==> config.mk <==
export PLATFORM = sky130hd
export DESIGN_NAME = fetch_buffer
export DESIGN_NICKNAME = d
export VERILOG_FILES = /design/src/rtl/fetch_buffer.sv
export SDC_FILE = /design/constraint.sdc
export NUM_CORES = 2
export LEC_CHECK = 0
export BUFFER_PORTS_ARGS = -buffer_cell sky130_fd_sc_hd__buf_2
export CAP_MARGIN = 10
export CORE_MARGIN = 1.5
export CORE_UTILIZATION = 60
export CTS_BUF_LIST = sky130_fd_sc_hd__clkbuf_4 sky130_fd_sc_hd__clkbuf_8
export DETAILED_ROUTE_END_ITERATION = 8
export PLACE_DENSITY = 0.84
export SLEW_MARGIN = 20
export SYNTH_ARGS = -nofsm -noshare
export SYNTH_HDL_FRONTEND = slang
export SYNTH_SLANG_ARGS = --single-unit
==> constraint.sdc <==
create_clock -name clock -period 24.1 [get_ports clock]
set_input_delay 4.82 -clock clock [delete_from_list [all_inputs] [get_ports clock]]
set_output_delay 4.82 -clock clock [all_outputs]
set_load 0.01 [all_outputs]
==> src/rtl/fetch_buffer.sv <==
// Fetch-to-decode decoupling queue: 2 in / 2 out per cycle, two threads, per-thread squash.
// Latency: 1 cycle (enqueue edge, then visible); outputs are combinational from storage.
// Backpressure: stall comes from registered occupancy only; a dead entry drains without id_ready.
module fetch_buffer #(
  parameter int DEPTH   = 8,
  parameter int ENTRY_W = 226
) (
  input  logic                     clock,
  input  logic                     reset_n,
  input  logic [1:0]               if_valid,
  input  logic [2*ENTRY_W-1:0]     if_entry,
  input  logic [1:0]               flush,
  input  logic [1:0]               id_ready,
  output logic [1:0]               stall,
  output logic [1:0]               out_valid,
  output logic [2*ENTRY_W-1:0]     out_entry,
  output logic [$clog2(DEPTH):0]   count
);

  localparam int PW = $clog2(DEPTH);
  localparam int CW = PW + 1;

  // Storage: payload has no reset; the live bits and pointers decide what is meaningful.
  logic [ENTRY_W-1:0] mem_q [DEPTH];
  logic [DEPTH-1:0]   live_q, live_d;
  logic [PW-1:0]      head_q, head_d;
  logic [PW-1:0]      tail_q, tail_d;
  logic [CW-1:0]      count_q, count_d;

  logic [CW-1:0]      free;
  logic [1:0]         acc;      // input slot k is written this cycle
  logic [1:0]         occ;      // output slot k holds an entry (live or dead)
  logic [1:0]         eff;      // output slot k is live and not being squashed now
  logic [1:0]         deq;      // output slot k retires this cycle
  logic [1:0]         n_enq;
  logic [1:0]         n_deq;
  logic [ENTRY_W-1:0] in_e  [2];
  logic [ENTRY_W-1:0] rd_e  [2];
  logic [PW-1:0]      rd_idx[2];
  logic [PW-1:0]      wr_idx[2];
  logic [1:0]         in_tid;
  logic [1:0]         rd_tid;

  // Per-slot decode of the input and output windows, stall and dequeue decisions.
  always_comb begin
    free      = CW'(DEPTH) - count_q;
    stall[0]  = free < CW'(1);
    stall[1]  = free < CW'(2);
    out_entry = '0;
    for (int k = 0; k < 2; k++) begin
      in_e[k]   = if_entry[k*ENTRY_W +: ENTRY_W];
      in_tid[k] = in_e[k][ENTRY_W-1];
      // A slot written while its stall bit is set would overflow, so it is dropped.
      acc[k]    = if_valid[k] && !flush[in_tid[k]] && !stall[k];
      rd_idx[k] = head_q + PW'(k);
      rd_e[k]   = mem_q[rd_idx[k]];
      rd_tid[k] = rd_e[k][ENTRY_W-1];
      occ[k]    = count_q > CW'(k);
      eff[k]    = occ[k] && live_q[rd_idx[k]] && !flush[rd_tid[k]];
      out_valid[k] = eff[k];
      if (occ[k]) out_entry[k*ENTRY_W +: ENTRY_W] = rd_e[k];
    end
    // Holes in the input are compacted: slot1 lands right after slot0 only if slot0 was taken.
    wr_idx[0] = tail_q;
    wr_idx[1] = tail_q + PW'(acc[0]);
    // Dead (or being-squashed) entries retire without waiting for decode.
    deq[0] = occ[0] && (!eff[0] || id_ready[0]);
    deq[1] = deq[0] && occ[1] && (!eff[1] || id_ready[1]);
    n_enq  = {1'b0, acc[0]} + {1'b0, acc[1]};
    n_deq  = {1'b0, deq[0]} + {1'b0, deq[1]};
  end

  // Next-state for pointers, occupancy and live bits, including squash.
  always_comb begin
    live_d = live_q;
    for (int i = 0; i < DEPTH; i++) begin
      if (flush[mem_q[i][ENTRY_W-1]]) live_d[i] = 1'b0;
    end
    for (int k = 0; k < 2; k++) begin
      if (acc[k]) live_d[wr_idx[k]] = 1'b1;
    end
    head_d  = head_q + PW'(n_deq);
    tail_d  = tail_q + PW'(n_enq);
    count_d = count_q + CW'(n_enq) - CW'(n_deq);
    // Squashing both threads kills everything, so skip the drain entirely.
    if (&flush) begin
      head_d  = tail_q;
      tail_d  = tail_q;
      count_d = '0;
      live_d  = '0;
    end
  end

  // Control state register.
  always_ff @(posedge clock or negedge reset_n) begin
    if (!reset_n) begin
      head_q  <= '0;
      tail_q  <= '0;
      count_q <= '0;
      live_q  <= '0;
    end else begin
      head_q  <= head_d;
      tail_q  <= tail_d;
      count_q <= count_d;
      live_q  <= live_d;
    end
  end

  // Payload write at the compacted tail positions.
  always_ff @(posedge clock) begin
    for (int k = 0; k < 2; k++) begin
      if (acc[k]) mem_q[wr_idx[k]] <= in_e[k];
    end
  end

  assign count = count_q;

endmodule

==> PnR_summary.wiki <==
{| class="wikitable"
! Metric !! Value
|-
| YS warnings || 0
|-
| Number of fillers in the final layout || 11590
|-
| Routability cong. || 0.8811
|-
| Initial antenna violation count || 163
|-
| Cell type with the highest aggregate area in the netlist || edfxtp_1
|-
| Hold crit path type || flip-flop to flip-flop
|-
| Count of flip-flops with a built-in enable after synthesis || 1808
|-
| Core Rows || 153
|-
| Cells traversed along the worst timing path || buf_4 -> buf_4 -> buf_4 -> buf_4 -> buf_4 -> mux4_2 -> mux2i_1 -> nor2_1 -> buf_2
|-
| Remaining antenna violation count after routing || 0
|-
| Asr flop ratio synth || 0.9858%
|-
| Routed wire length || 315.6 mm
|-
| Post-route fraction of the period consumed by the critical path || 49.81%
|-
| Clock buffer depth || 4
|-
| TritonCTS sink count || 1826
|-
| Clock buffers created by TritonCTS || 326
|-
| Final worst setup slack || 12.10 ns
|-
| Kind of launch point of the worst setup path || flip-flop
|-
| Worst-case setup slack after placement || 13.14 ns
|-
| Length of routed met2 wiring || 150.5 mm
|-
| Top cell types by occurrence after synthesis || edfxtp_1 (1808), mux2_2 (931), mux4_2 (908)
|-
| Worst setup EP type || primary output
|-
| Minimum clock period after layout || 12.00 ns
|-
| Leakage power figure || 0.04112 uW
|-
| Gate Count Post-Synth || 6338
|-
| Pins over their slew limit || 0
|-
| Total core area || 174400 um^2
|-
| Average instance area after synthesis || 16.67 um^2
|-
| TritonRoute pass-1 iters || 5
|-
| CTS-repair resized insts || 0
|-
| Leading register cell type out of synthesis || edfxtp_1
|-
| Max-Slew Margin vs Limit || 4.328%
|-
| Hpwl dp || 175.0 mm
|-
| Worst EP arrival || 7.18 ns
|-
| Largest stage delay on the critical path || 0.91 ns
|-
| Max-cap viol count || 0
|-
| Initial detailed-routing violation count || 7933
|-
| Number of remaining DRC errors || 0
|-
| Total net switching power || 6587 uW
|-
| Relative contribution of combinational cells to total power || 54.7%
|-
| Total gr overflow || 0
|-
| Startpoint-to-endpoint class of the critical path || flip-flop to primary output
|-
| Sw Share || 41.49%
|-
| Number of hold violations in the final report || 0
|-
| Required @ worst endpoint || 19.28 ns
|-
| Mapped Area || 105700 um^2
|-
| Vias after detailed routing || 68180
|-
| Number of global-route vias before repair || 70130
|-
| Global-route wire length before repair || 460.8 mm
|-
| Fraction of final layout cells sized beyond drive strength 1 || 45.69%
|-
| Maximum fanout along the worst path || 57
|-
| Proportion of synthesized chip area in sequential cells || 51.80%
|-
| Latest clock arrival within the worst-skew pair || 1.09 ns
|-
| Most frequent cell on the critical path || buf_4
|-
| Post-CTS setup buffer count || 0
|-
| Yosys cell types || 44
|-
| Post-cts hold buffer count || 0
|-
| Highest Clock Rate || 83.31 MHz
|-
| Die width || 422.7 um
|-
| Maximum number of pins on one net before global-route repair || 142
|-
| Final setup violation count || 0
|-
| Status || complete, no violations
|-
| Wirelength per Cell || 32.14 um
|-
| Routed length on met1 || 107.5 mm
|-
| Die ar. || 178700 um^2
|-
| Post-route core utilization || 67.37%
|-
| Clock H-tree levels || 5
|-
| Sequential cell fraction of total power || 28.0%
|-
| Uppermost routed layer || met5
|-
| Buffer type at the clock tree root || clkbuf_8
|-
| Most used standard cell by instance count after synthesis || edfxtp_1
|-
| Slowest stage cell, crit path || dfrtp_4
|-
| Power density over the cells || 135.1 nW/um^2
|-
| Final Skew || 0.04912 ns
|-
| All-layer global routing usage || 34.93%
|-
| Flops & latches, synth || 1826
|-
| Summed negative setup slack over all endpoints || 0 ns
|-
| Peak ir drop on the vdd network || 0.0002666 V
|-
| Area share of the leading cell type in the synthesized netlist || 51.37%
|-
| Share of power burned in the clock network || 17.3%
|-
| Num ports || 920
|-
| TritonCTS clock tree || done
|-
| Post-Synthesis Net Count || 6817
|-
| Number of vias per cell after detailed routing || 6.943
|-
| Slew of the pin with the lowest slew margin || 1.435 ns
|-
| Area added between synthesis and finish || 11.18%
|-
| Internal power || 9291 uW
|-
| Number of nets in the finished design || 7642
|-
| Leading post-synthesis cells by cell area || edfxtp_1 (51%), mux4_2 (19%), mux2_2 (9.9%), mux2_1 (9.3%), mux2i_1 (2.3%)
|-
| Count of input and output buffers || 919
|-
| RSZ-0062 raised after global routing || false
|-
| Die Y-Extent || 422.7 um
|-
| Effective utilization at floorplan || 60.60%
|-
| Met3 wire length || 34.68 mm
|-
| Clock-pin slew on the worst setup and hold paths || 0.06 ns
|}
[flip-flops by register name (all words and copies together) (netlist names)]
register  flops
mem_q      1808
live_q        8
count         4
head_q        3
tail_q        3
[cell type report]
| cell class | count | area, um^2 | area share (%) |
|---|---|---|---|
| antenna | 125 | 312.8 | 0.2662 |
| clock buffer | 440 | 5405 | 4.600 |
| clock inverter | 95 | 480.5 | 0.4089 |
| inverter | 15 | 58.81 | 0.05005 |
| multi-input combinational | 3963 | 47900 | 40.77 |
| sequential | 1826 | 54750 | 46.60 |
| tap | 2325 | 2909 | 2.476 |
| timing repair buffer | 1031 | 5678 | 4.832 |
[worst paths after layout]
path / from / to / slack (ns) / cells past startpoint
worst max-delay path: head_q[0]$_DFF_PN0_ / out_entry[158] / 12.10 / 9
worst min register to register: live_q[4]$_DFF_PN0_ / live_q[4]$_DFF_PN0_ / 0.53 / 2
worst min-delay path: live_q[4]$_DFF_PN0_ / live_q[4]$_DFF_PN0_ / 0.53 / 2
worst max register to register: head_q[0]$_DFF_PN0_ / count[3]$_DFF_PN0_ / 18.08 / 15
min in group asynchronous: reset_n / head_q[0]$_DFF_PN0_ / 3.69 / 1
max in group asynchronous: reset_n / head_q[1]$_DFF_PN0_ / 20.05 / 1
[cells in the final DEF, fill, tap and decap left out, types with 2 or more instances in the layout]
master     Yosys  layout
o21ai_0        9       3
nand4b_4       2       2
nand3_4        0       2
nand4_4        1       2
clkbuf_4       0     104
nand2b_1       2       2
mux2_2       931     931
and2_1         2       2
diode_2        0     125
nor2_1       236     236
xor2_1         3       2
clkinv_2       0      25
mux2_1       877     877
buf_2        174     919
nand2_1      468     468
clkinv_1       0      64
a221o_1        2       2
inv_6          0       2
buf_4          9      93
buf_12         0      19
a21oi_1      232     232
clkbuf_8       0     336
mux4_2       908     908
dfrtp_1       18      15
ha_1          15      14
edfxtp_1    1808    1808
o21ai_4        0       6
dfrtp_4        0       3
fa_1           4       4
bufinv_16      0       3
inv_1         14      14
mux2i_1      239     239
xnor2_1        5       4
nor3b_1        2       2
o211ai_1       6       6
[cell families (layout without fill, tap and decap cells)]
| family | count (synthesis) | in the layout | synth area share (%) |
|---|---|---|---|
| buffers and inverters | 549 | 1581 | 3.050 |
| flip-flops | 1826 | 1826 | 51.80 |
| AND/OR/NAND/NOR | 724 | 724 | 2.678 |
| XOR/XNOR | 8 | 8 | 0.06630 |
| other | 0 | 125 | 0 |
| multiplexers | 2955 | 2955 | 40.88 |
| adder cells (fa/ha/maj) | 19 | 19 | 0.2534 |
| AO/OA/AOI/OAI | 257 | 257 | 1.276 |
[stage by stage]
stage,power [uW],area (um^2),cells,hold WS [ns]
final,15880,117500,9820,0.5311
after global routing,16440,117500,9804,0.5669
after CTS,15810,117200,9695,0.5271
after detailed placement,13070,111300,9160,0.5169
after global placement,12940,111300,9160,0.5023
after floorplan,10390,105700,6338,0.4780
[power by group through the flow]
stage                     Sequential [uW]  Clock (uW)  Combinational [uW]
after detailed placement             4490           0                8580
after floorplan                      4720           0                5670
final                                4440        2750                8690
after global placement               4450           0                8500
after CTS                            4430        2760                8610
after global routing                 4480        2890                9060
[routing by layer]
metal,vias to the layer above,global-route usage [%]
li1,27620,-
met1,34880,42.25
met2,4570,55.36
met3,1028,8.988
met4,88,23.74
met5,-,0
[worst max-delay path: cells and delay by family (launching register included)]
kind / cells / cell delay (ns)
buffers and inverters: 6 / 4.19
DFF: 1 / 0.91
muxes: 2 / 0.81
and+or+nand+nor: 1 / 0.07
No activity file was read; power rests on OpenSTA's default activity.
